===== config.mk =====
export PLATFORM = sky130hd
export DESIGN_NAME = uart_tx_arbiter_flat
export DESIGN_NICKNAME = d
export VERILOG_FILES = /design/src/rtl/uart_pkg.sv /design/src/rtl/uart_tx_arbiter_if.sv /design/src/rtl/rr_select.sv /design/src/rtl/uart_tx_arbiter.sv /design/src/flat_wrapper.sv
export SDC_FILE = /design/constraint.sdc
export NUM_CORES = 1
export LEC_CHECK = 0
export CORE_UTILIZATION = 39
export DETAILED_ROUTE_END_ITERATION = 16
export PLACE_DENSITY_LB_ADDON = 0.08
export SLEW_MARGIN = 25
export SYNTH_ARGS = -nofsm -noshare
export SYNTH_HDL_FRONTEND = slang
export SYNTH_HIERARCHICAL = 1
export SYNTH_SLANG_ARGS = --single-unit

===== constraint.sdc =====
create_clock -name clk -period 1.75 [get_ports clk]
set_input_delay 0.35 -clock clk [delete_from_list [all_inputs] [get_ports clk]]
set_output_delay 0.35 -clock clk [all_outputs]
set_load 0.02 [all_outputs]

===== src/rtl/uart_pkg.sv =====
// Shared UART timing helpers and the TX arbiter state encoding.
package uart_pkg;

  localparam int unsigned DATA_W = 8;

  typedef enum logic [1:0] {
    ST_IDLE      = 2'd0,
    ST_START     = 2'd1,
    ST_WAIT_DONE = 2'd2,
    ST_GAP       = 2'd3
  } arb_state_t;

  // System clocks per UART bit (integer divide).
  function automatic int unsigned bit_cycles(input int unsigned clock_rate,
                                             input int unsigned baud);
    return clock_rate / baud;
  endfunction

  // Idle clocks inserted after each frame.
  function automatic int unsigned gap_cycles(input int unsigned gap_bits,
                                             input int unsigned bit_cyc);
    return gap_bits * bit_cyc;
  endfunction

  // Width of a requester index; never narrower than one bit.
  function automatic int unsigned idx_width(input int unsigned n);
    return (n <= 2) ? 1 : $clog2(n);
  endfunction

  // Width of a down-counter that starts at n-1; never narrower than one bit.
  function automatic int unsigned cnt_width(input int unsigned n);
    return (n <= 2) ? 1 : $clog2(n);
  endfunction

endpackage


===== src/rtl/uart_tx_arbiter_if.sv =====
// Requester side and transmitter side handshake bundle of the TX arbiter.
interface uart_tx_arbiter_if
  import uart_pkg::*;
#(
  parameter int unsigned NUM_REQ = 4
);

  localparam int unsigned IDW = idx_width(NUM_REQ);

  logic [NUM_REQ-1:0]        req_valid;
  logic [DATA_W*NUM_REQ-1:0] req_data;
  logic [NUM_REQ-1:0]        req_ack;
  logic                      tx_start;
  logic [DATA_W-1:0]         tx_data;
  logic                      tx_busy;
  logic                      tx_done;
  logic [IDW-1:0]            grant_id;
  logic                      busy;

  // Arbiter view.
  modport slave (
    input  req_valid, req_data, tx_busy, tx_done,
    output req_ack, tx_start, tx_data, grant_id, busy
  );

  // Requester/transmitter environment view.
  modport master (
    output req_valid, req_data, tx_busy, tx_done,
    input  req_ack, tx_start, tx_data, grant_id, busy
  );

endinterface


===== src/rtl/rr_select.sv =====
// Rotate-priority encoder: first set request at or after ptr, wrapping.
module rr_select
  import uart_pkg::*;
#(
  parameter int unsigned NUM_REQ = 4,
  localparam int unsigned IDW = idx_width(NUM_REQ)
) (
  input  logic [NUM_REQ-1:0] req,
  input  logic [IDW-1:0]     ptr,
  output logic [IDW-1:0]     grant,
  output logic               any_valid
);

  int unsigned idx;

  // Scan offsets high to low so the smallest offset from ptr wins.
  always_comb begin
    grant     = '0;
    any_valid = |req;
    idx       = 0;
    for (int i = int'(NUM_REQ) - 1; i >= 0; i--) begin
      idx = 32'(ptr) + 32'(i);
      if (idx >= NUM_REQ) begin
        idx = idx - NUM_REQ;
      end
      if (req[IDW'(idx)]) begin
        grant = IDW'(idx);
      end
    end
  end

endmodule


===== src/rtl/uart_tx_arbiter.sv =====
// Round-robin sequencer sharing one 8N1 UART transmitter among NUM_REQ requesters.
module uart_tx_arbiter
  import uart_pkg::*;
#(
  parameter int unsigned CLOCK_RATE = 100000000,
  parameter int unsigned BAUD_HEDEF = 115200,
  parameter int unsigned NUM_REQ    = 4,
  parameter int unsigned GAP_BITS   = 2
) (
  input logic              clk,
  input logic              rst,
  uart_tx_arbiter_if.slave bus
);

  localparam int unsigned IDW      = idx_width(NUM_REQ);
  localparam int unsigned BIT_CYC  = bit_cycles(CLOCK_RATE, BAUD_HEDEF);
  localparam int unsigned GAP_CYC  = gap_cycles(GAP_BITS, BIT_CYC);
  localparam int unsigned GAP_W    = cnt_width(GAP_CYC);
  localparam int unsigned GAP_LAST = (GAP_CYC == 0) ? 0 : GAP_CYC - 1;
  localparam logic [GAP_W-1:0] GAP_LOAD = GAP_W'(GAP_LAST);

  arb_state_t         state, state_nxt;
  logic [IDW-1:0]     rr_ptr, rr_ptr_nxt;
  logic [IDW-1:0]     grant_q, grant_nxt;
  logic [DATA_W-1:0]  tx_data_q, tx_data_nxt;
  logic [GAP_W-1:0]   gap_cnt, gap_nxt;
  logic [NUM_REQ-1:0] req_ack_q, req_ack_nxt;
  logic               tx_start_q, tx_start_nxt;
  logic               busy_q;

  logic [IDW-1:0]     sel_idx;
  logic               sel_any;

  rr_select #(
    .NUM_REQ (NUM_REQ)
  ) u_rr_select (
    .req       (bus.req_valid),
    .ptr       (rr_ptr),
    .grant     (sel_idx),
    .any_valid (sel_any)
  );

  // Next-state and registered-output decode.
  always_comb begin
    state_nxt    = state;
    rr_ptr_nxt   = rr_ptr;
    grant_nxt    = grant_q;
    tx_data_nxt  = tx_data_q;
    gap_nxt      = gap_cnt;
    req_ack_nxt  = '0;
    tx_start_nxt = 1'b0;
    unique case (state)
      ST_IDLE: begin
        if (sel_any && !bus.tx_busy) begin
          state_nxt    = ST_START;
          grant_nxt    = sel_idx;
          tx_data_nxt  = bus.req_data[{sel_idx, 3'b000} +: DATA_W];
          tx_start_nxt = 1'b1;
        end
      end
      ST_START: begin
        state_nxt = ST_WAIT_DONE;
      end
      ST_WAIT_DONE: begin
        if (bus.tx_done) begin
          req_ack_nxt = NUM_REQ'(1) << grant_q;
          rr_ptr_nxt  = (32'(grant_q) == NUM_REQ - 1) ? '0 : grant_q + IDW'(1);
          if (GAP_CYC > 0) begin
            state_nxt = ST_GAP;
            gap_nxt   = GAP_LOAD;
          end else begin
            state_nxt = ST_IDLE;
          end
        end
      end
      ST_GAP: begin
        if (gap_cnt == '0) begin
          state_nxt = ST_IDLE;
        end else begin
          gap_nxt = gap_cnt - GAP_W'(1);
        end
      end
      default: begin
        state_nxt = ST_IDLE;
      end
    endcase
  end

  // State and output registers; reset abandons any frame in flight.
  always_ff @(posedge clk) begin
    if (rst) begin
      state      <= ST_IDLE;
      rr_ptr     <= '0;
      grant_q    <= '0;
      tx_data_q  <= '0;
      gap_cnt    <= '0;
      req_ack_q  <= '0;
      tx_start_q <= 1'b0;
      busy_q     <= 1'b0;
    end else begin
      state      <= state_nxt;
      rr_ptr     <= rr_ptr_nxt;
      grant_q    <= grant_nxt;
      tx_data_q  <= tx_data_nxt;
      gap_cnt    <= gap_nxt;
      req_ack_q  <= req_ack_nxt;
      tx_start_q <= tx_start_nxt;
      busy_q     <= (state_nxt != ST_IDLE);
    end
  end

  assign bus.req_ack  = req_ack_q;
  assign bus.tx_start = tx_start_q;
  assign bus.tx_data  = tx_data_q;
  assign bus.grant_id = grant_q;
  assign bus.busy     = busy_q;

endmodule


===== src/flat_wrapper.sv =====
// flat-port wrapper written by rule: the top's interface ports become plain ports
module uart_tx_arbiter_flat import uart_pkg::*;
#(
  parameter int unsigned CLOCK_RATE = 100000000,
  parameter int unsigned BAUD_HEDEF = 115200,
  parameter int unsigned NUM_REQ    = 4,
  parameter int unsigned GAP_BITS   = 2
)
  (clk, rst, bus_req_valid, bus_req_data, bus_tx_busy, bus_tx_done, bus_req_ack, bus_tx_start, bus_tx_data, bus_grant_id, bus_busy);
  uart_tx_arbiter_if #(.NUM_REQ(NUM_REQ)) bus_i ();
  input logic clk;
  input logic rst;
  input wire logic [$bits(bus_i.req_valid)-1:0] bus_req_valid;
  input wire logic [$bits(bus_i.req_data)-1:0] bus_req_data;
  input wire logic [$bits(bus_i.tx_busy)-1:0] bus_tx_busy;
  input wire logic [$bits(bus_i.tx_done)-1:0] bus_tx_done;
  output wire logic [$bits(bus_i.req_ack)-1:0] bus_req_ack;
  output wire logic [$bits(bus_i.tx_start)-1:0] bus_tx_start;
  output wire logic [$bits(bus_i.tx_data)-1:0] bus_tx_data;
  output wire logic [$bits(bus_i.grant_id)-1:0] bus_grant_id;
  output wire logic [$bits(bus_i.busy)-1:0] bus_busy;
  assign bus_i.req_valid = bus_req_valid;
  assign bus_i.req_data = bus_req_data;
  assign bus_i.tx_busy = bus_tx_busy;
  assign bus_i.tx_done = bus_tx_done;
  assign bus_req_ack = bus_i.req_ack;
  assign bus_tx_start = bus_i.tx_start;
  assign bus_tx_data = bus_i.tx_data;
  assign bus_grant_id = bus_i.grant_id;
  assign bus_busy = bus_i.busy;
  uart_tx_arbiter #(.CLOCK_RATE(CLOCK_RATE), .BAUD_HEDEF(BAUD_HEDEF), .NUM_REQ(NUM_REQ), .GAP_BITS(GAP_BITS)) u_core (.clk(clk), .rst(rst), .bus(bus_i));
endmodule

==> results of run 1 <==
## through the flow
| step | setup TNS (ns) | util, % | instance area (um2) | std cells |
|---|---|---|---|---|
| CTS | 0 | 64.5 | 2380 | 291 |
| global placement | -4.17 | 61.5 | 2270 | 282 |
| detailed placement | -4.93 | 61.5 | 2270 | 282 |
| finish | -0.0535 | 66.4 | 2450 | 291 |
| floorplan | 0 | - | 1510 | 168 |
| global route | -0.525 | 66.4 | 2450 | 291 |
## critical path: stages
cell           delay [ns]
dlygate4sd2_1        0.30
mux2i_1              0.16
a211oi_4             0.30
buf_6                0.19
mux4_2               0.50
nand2_1              0.08
a21oi_1              0.06
## worst max path at each step
| stage | startpoint | end | slack (ns) |
|---|---|---|---|
| after detailed placement | bus_req_valid[1] | u_core/bus.tx_data[6] | -0.57 |
| after floorplan | u_core/rr_ptr[1] | u_core/bus.tx_data[2] | 0.02 |
| after CTS | u_core/rr_ptr[1] | u_core/bus.tx_data[6] | 0.008 |
| final | bus_req_valid[3] | u_core/bus.tx_data[3] | -0.01 |
| after global placement | bus_req_valid[1] | u_core/bus.tx_data[5] | -0.49 |
| after global routing | bus_req_valid[3] | u_core/bus.tx_data[4] | -0.08 |
## cells in the mapped netlist (all sizes together)
master	instances
dfxtp	31
nand2	29
a21oi	19
nor2	14
mux4	8
nor3	6
a211oi	5
buf	5
clkbuf	5
a31oi	4
nand2b	4
or3	4
inv	3
mux2i	3
nor4b	3
o21ai	3
or4	3
ha	2
nand3	2
nand3b	2
nor3b	2
nor4	2
nor4bb	2
a2111o	1
a2111oi	1
a221oi	1
and2	1
and3	1
o2111ai	1
o31ai	1
## where the power goes
group / total (W) / leakage [nW] / internal (W) / switching (W)
combinational: 0.000572 / 0.622 / 0.000323 / 0.000249
sequential: 0.000788 / 0.254 / 0.000753 / 0.0000356
clock: 0.000563 / 0.0470 / 0.000308 / 0.000255
## logic make-up after synthesis
| family | count (synthesis) |
|---|---|
| compound gates | 36 |
| fa+ha+maj | 2 |
| buf+inv | 13 |
| flops | 31 |
| mux | 11 |
| simple gates | 75 |
## registers in the layout, summed over array words and instances (netlist names)
register and flops:
u_core/state 2, u_core/bus.req_ack 4, u_core/gap_cnt 11, u_core/bus.grant_id 2, u_core/bus.busy 1, u_core/bus.tx_start 1
u_core/rr_ptr 2, u_core/bus.tx_data 8
## what timing repair did
action / CTS / global route
cloned: 1 / 0
setup endpoints to repair: 12 / 16
pin swaps: 1 / 1
setup buffers: 1 / 0
resized for setup: 12 / 16
## per-layer routing
layer | GRT usage, % | vias to the layer above | part of all wire [%]
met2 | 33.5 | 54 | 50
met5 | 0 | - | 0
met4 | 8.89 | 0 | 1.8
met1 | 26.9 | 736 | 43
met3 | 4.64 | 9 | 5.4
li1 | - | 768 | -
## layout make-up
type                            count  area, um2
Fill cell                         317       1240
Multi-Input combinational cell    124        913
Timing Repair Buffer               78        752
Sequential cell                    31        626
Clock buffer                        6       82.6
Tap cell                           48       60.1
Inverter                            3       11.3
Clock inverter                      1       5.00
==> out/metrics.yaml, run 1 <==
outcome: "finished with violations"
violations: "negative setup slack"
synth_top_family_by_area: "simple AND/OR/NAND/NOR gates"
synth_xor_area_share_pct: 0
die_y_um: 64.2
total_power_w: 0.00192
grt_pass1_vias: 1481
fmax_ghz: 0.567
wl_um: 4230
arrival_ns: 1.93
rsz0062_at_grt: "true"
holdCritStartpoint: "u_core/bus.tx_data[0]"
synth_top_cell_area_share_pct: 41.1
cts_buffer_depth: 2
fin_worst_skew_ns: 0.00434
grtUsageTotal_pct: 20.9
diodes: 0
io_pins: 56
syn_inst: 168
die_area_um2: 4120
overflow: 0
area_growth_pct: 62.4
drv_cap: 0
hold_class: "reg2reg"
final_hold_viol_count: 0
synth_top_area_cell: "dfxtp_1"
port_buffers: 55
muxShareOfSynthArea_pct: 13.9
core_um2: 3690
postRouteAntennaNets: 0
clock_sink_count: 31
antenna_found_initial: 0
setup_slack_ns: -0.0148
dpl_worst_slack_ns: -0.567
drive_above_1_share_pct: 23.0
firstDrtPassIters: 4
drv_slew: 0
timing.final.crit_share_pct: 101
cts_tree: "done"
drc: 0
slew_headroom_pct: 69.9
dp_hpwl_um: 3090
rows: 22
holdWs_ns: 0.457
ys_seq_area_share_pct: 41.1
static-leakage-power_nw: 0.923
powerDensity_nw_per_um2: 785
ys_seq_elements: 31
htreeDepth: 2
yosys-top-cells-area: "dfxtp_1 (41%), mux4_2 (12%), nand2_1 (7.2%)"
crit_path_start_kind: "input port"
ys_types: 33
hold_buffers: 0
worstReg2RegEnd: "u_core/bus.tx_data[3]"
worstSetupPathType: "in2reg"
routedWlPerCell_um: 14.5
mostFrequentLayoutCell: "clkdlybuf4s50_1"
hold_depth: 2
setup_viol: 4
worstPathMaxFanout: 5
r2r_start: "u_core/rr_ptr[1]"
clk_pin_slew_ns: 0.06
synth_nets: 210
hold_end: "u_core/bus.tx_data[0]"
r2r_slack_ns: 0
max-vdd-ir-drop_uv: 629
start_util_pct: 40.9
nNetsFinal: 285
layout_common_cells: "clkdlybuf4s50_1 (49), dfxtp_1 (29), nand2_1 (28)"
period_minus_slack_ns: 1.76
cp_data_required_time_ns: 1.92
grt_max_degree: 23
gp_congestion: 0.796
yosys.area_share.simple_pct: 25.0
drt-initial-drc-count: 93
worstSetupEndpointType: "flip-flop"
root_buffer: "clkbuf_8"
die_w_um: 64.2
numCtsBuffers: 5
synth.avg_cell_area_um2: 8.98
vias: 1567
clk_latency_ns: 0.28
synthAdderAreaFrac_pct: 1.66
synth_compound_area_share_pct: 14.8
yosysWarnings: 6
routed_via_density: 5.38
worstMarginPinSlew_ns: 0.452
grt_pass1_wl_um: 6620
r2r_cells: 6
netlist_area_um2: 1510
(Power assumes the default switching activity.)
==> run 2, diff against run 1 <==
--- a/config.mk
+++ b/config.mk
@@ -5,6 +5,7 @@
 export SDC_FILE = /design/constraint.sdc
 export NUM_CORES = 1
 export LEC_CHECK = 0
+export CORE_MARGIN = 4
 export CORE_UTILIZATION = 39
 export DETAILED_ROUTE_END_ITERATION = 16
 export PLACE_DENSITY_LB_ADDON = 0.08
==> run 2 against run 1 <==
Effect of this change: the run still ends with negative setup slack left; total power shrank 3.2%; wire length is 1.8% lower; non-clock buffer count fell by 2.
==> out/metrics.yaml, run 2 (synthesis results as in run 1) <==
drv_slew: 0  # unchanged
clk_pin_slew_ns: 0.06  # about the same
fin_worst_skew_ns: 0.00675  # was 0.00434 ns
fmax_ghz: 0.568  # was 0.567 GHz
firstDrtPassIters: 6  # was 4
routed_via_density: 5.29  # was 5.38
arrival_ns: 1.92  # was 1.93 ns
root_buffer: "clkbuf_8"  # unchanged
mostFrequentLayoutCell: "clkdlybuf4s50_1"  # unchanged
start_util_pct: 40.9  # unchanged
wl_um: 4150  # was 4230 um
setup_viol: 3  # was 4
die_y_um: 70.2  # was 64.2 um
worstPathMaxFanout: 6  # was 5
rows: 22  # unchanged
drv_cap: 0  # unchanged
area_growth_pct: 58.8  # was 62.4%
crit_path_start_kind: "flip-flop"  # was input port
setup_slack_ns: -0.00907  # was -0.0148 ns
port_buffers: 55  # unchanged
grt_pass1_wl_um: 6800  # was 6620 um
worstMarginPinSlew_ns: 0.393  # was 0.452 ns
gp_congestion: 0.830  # was 0.796
worstReg2RegEnd: "u_core/bus.tx_data[1]"  # was u_core/bus.tx_data[3]
rsz0062_at_grt: "true"  # unchanged
r2r_start: "u_core/rr_ptr[1]"  # unchanged
final_hold_viol_count: 0  # unchanged
cp_data_required_time_ns: 1.91  # was 1.92 ns
max-vdd-ir-drop_uv: 573  # was 629 uV
hold_class: "reg2reg"  # unchanged
fill_cells: 310  # was 317
drc: 0  # unchanged
layout_common_cells: "clkdlybuf4s50_1 (49), dfxtp_1 (29), nand2_1 (27)"  # was clkdlybuf4s50_1 (49), dfxtp_1 (29), nand2_1 (28)
clock_sink_count: 31  # unchanged
drt-initial-drc-count: 102  # was 93
place_area_um2: 2230  # was 2270 um2
largest-register: "u_core/gap_cnt"  # unchanged
dp_hpwl_um: 3150  # was 3090 um
p_sw_w: 0.000532  # was 0.000539 W
cts_buffer_depth: 2  # unchanged
io_pins: 56  # unchanged
share_comb_of_total_power_pct: 29.1  # was 29.7%
hold_depth: 2  # unchanged
routedWlPerCell_um: 14.3  # was 14.5 um
drive_above_1_share_pct: 22.3  # was 23.0%
diodes: 0  # unchanged
setup_tns_ns: -0.0152  # was -0.0535 ns
r2r_cells: 7  # was 6
postRouteAntennaNets: 0  # unchanged
largest_register_ffs: 11  # unchanged
powerDensity_nw_per_um2: 776  # was 785 nW/um2
outcome: "finished with violations"  # unchanged
hold_buffers: 0  # unchanged
grt_max_degree: 29  # was 23
violations: "negative setup slack"  # unchanged
grt_pass1_vias: 1453  # was 1481
clk_latency_ns: 0.28  # about the same
holdCritStartpoint: "u_core/bus.tx_data[2]"  # was u_core/bus.tx_data[0]
finalInstanceArea_um2: 2400  # was 2450 um2
die_area_um2: 4930  # was 4120 um2
vias: 1533  # was 1567
r2r_slack_ns: -0.009  # was 0 ns
period_minus_slack_ns: 1.76  # about the same
worstSetupEndpointType: "flip-flop"  # unchanged
seq_power_share_pct: 42.4  # was 41.0%
timing.final.crit_share_pct: 101  # about the same
core_um2: 3690  # unchanged
cts_tree: "done"  # unchanged
static-leakage-power_nw: 0.889  # was 0.923 nW
slew_headroom_pct: 73.7  # was 69.9%
htreeDepth: 2  # unchanged
sw_frac_of_total_pct: 28.6  # was 28.0%
die_w_um: 70.2  # was 64.2 um
hold_end: "u_core/bus.tx_data[2]"  # was u_core/bus.tx_data[0]
overflow: 0  # unchanged
p_int_w: 0.00133  # was 0.00138 W
clkPwrFrac_pct: 28.4  # was 29.3%
nNetsFinal: 283  # was 285
worstSetupPathType: "reg2reg"  # was in2reg
numCtsBuffers: 5  # unchanged
antenna_found_initial: 0  # unchanged
grtUsageTotal_pct: 17.4  # was 20.9%
==> run 2: worst max-delay path: stages (launching register included) <==
cell and delay (ns):
dfxtp_4 0.37, nand2b_4 0.12, a21oi_2 0.05, a211oi_2 0.26
buf_6 0.19, mux4_2 0.51, nand2_1 0.08, a21oi_1 0.05
==> run 2: cell type report <==
type / count / area, um2 / share of cell area [%]
multi-input cells: 124 / 886 / 37.0
well taps: 48 / 60.1 / 2.51
clock inverters: 3 / 15.0 / 0.627
repair buffers: 76 / 729 / 30.4
inverters: 3 / 11.3 / 0.470
clock buffers: 5 / 68.8 / 2.87
flip-flops and latches: 31 / 626 / 26.1
==> run 2: worst max path at each step <==
stage	cells past startpoint	to	startpoint
2_1_floorplan	7	u_core/bus.tx_data[2]	u_core/rr_ptr[1]
3_3_place_gp	7	u_core/bus.tx_data[5]	bus_req_valid[1]
3_5_place_dp	7	u_core/bus.tx_data[1]	bus_req_valid[1]
4_1_cts	7	u_core/bus.tx_data[1]	u_core/rr_ptr[1]
5_1_grt	7	u_core/bus.tx_data[6]	u_core/rr_ptr[1]
6_report	7	u_core/bus.tx_data[1]	u_core/rr_ptr[1]
==> run 2: timing repair <==
action,4_1_cts,5_1_grt
cloned,1,0
resized for setup,14,11
setup buffers,3,0
pin swaps,10,3
setup endpoints to repair,11,15
==> run 2: metrics by stage <==
| stage | hold slack, ns | power [W] | utilization, % | cells | setup slack [ns] |
|---|---|---|---|---|---|
| final | 0.453 | 0.00186 | 65.0 | 290 | -0.00907 |
| after global routing | 0.477 | 0.00196 | 65.0 | 290 | -0.107 |
| after floorplan | 0.461 | 0.00105 | - | 168 | 0.0208 |
| after global placement | 0.443 | 0.00129 | 60.5 | 278 | -0.503 |
| after detailed placement | 0.446 | 0.00131 | 60.5 | 278 | -0.606 |
| after CTS | 0.455 | 0.00185 | 64.0 | 290 | -0.0119 |
==> run 2: power by group through the flow <==
stage	logic [W]	clock network [W]	registers, W
after floorplan	0.000226	0	0.000828
after global placement	0.000494	0	0.000801
after detailed placement	0.000506	0	0.000804
after CTS	0.000521	0.000546	0.000787
after global routing	0.000586	0.000580	0.000796
final	0.000542	0.000529	0.000789
==> run 2: routing by layer <==
| layer | up-vias | routed length [um] | GRT usage, % |
|---|---|---|---|
| met4 | 0 | 35 | 4.47 |
| met5 | - | 0 | 0 |
| met3 | 4 | 260 | 5.18 |
| li1 | 760 | - | - |
| met1 | 721 | 1760 | 22.1 |
| met2 | 48 | 2090 | 28.6 |
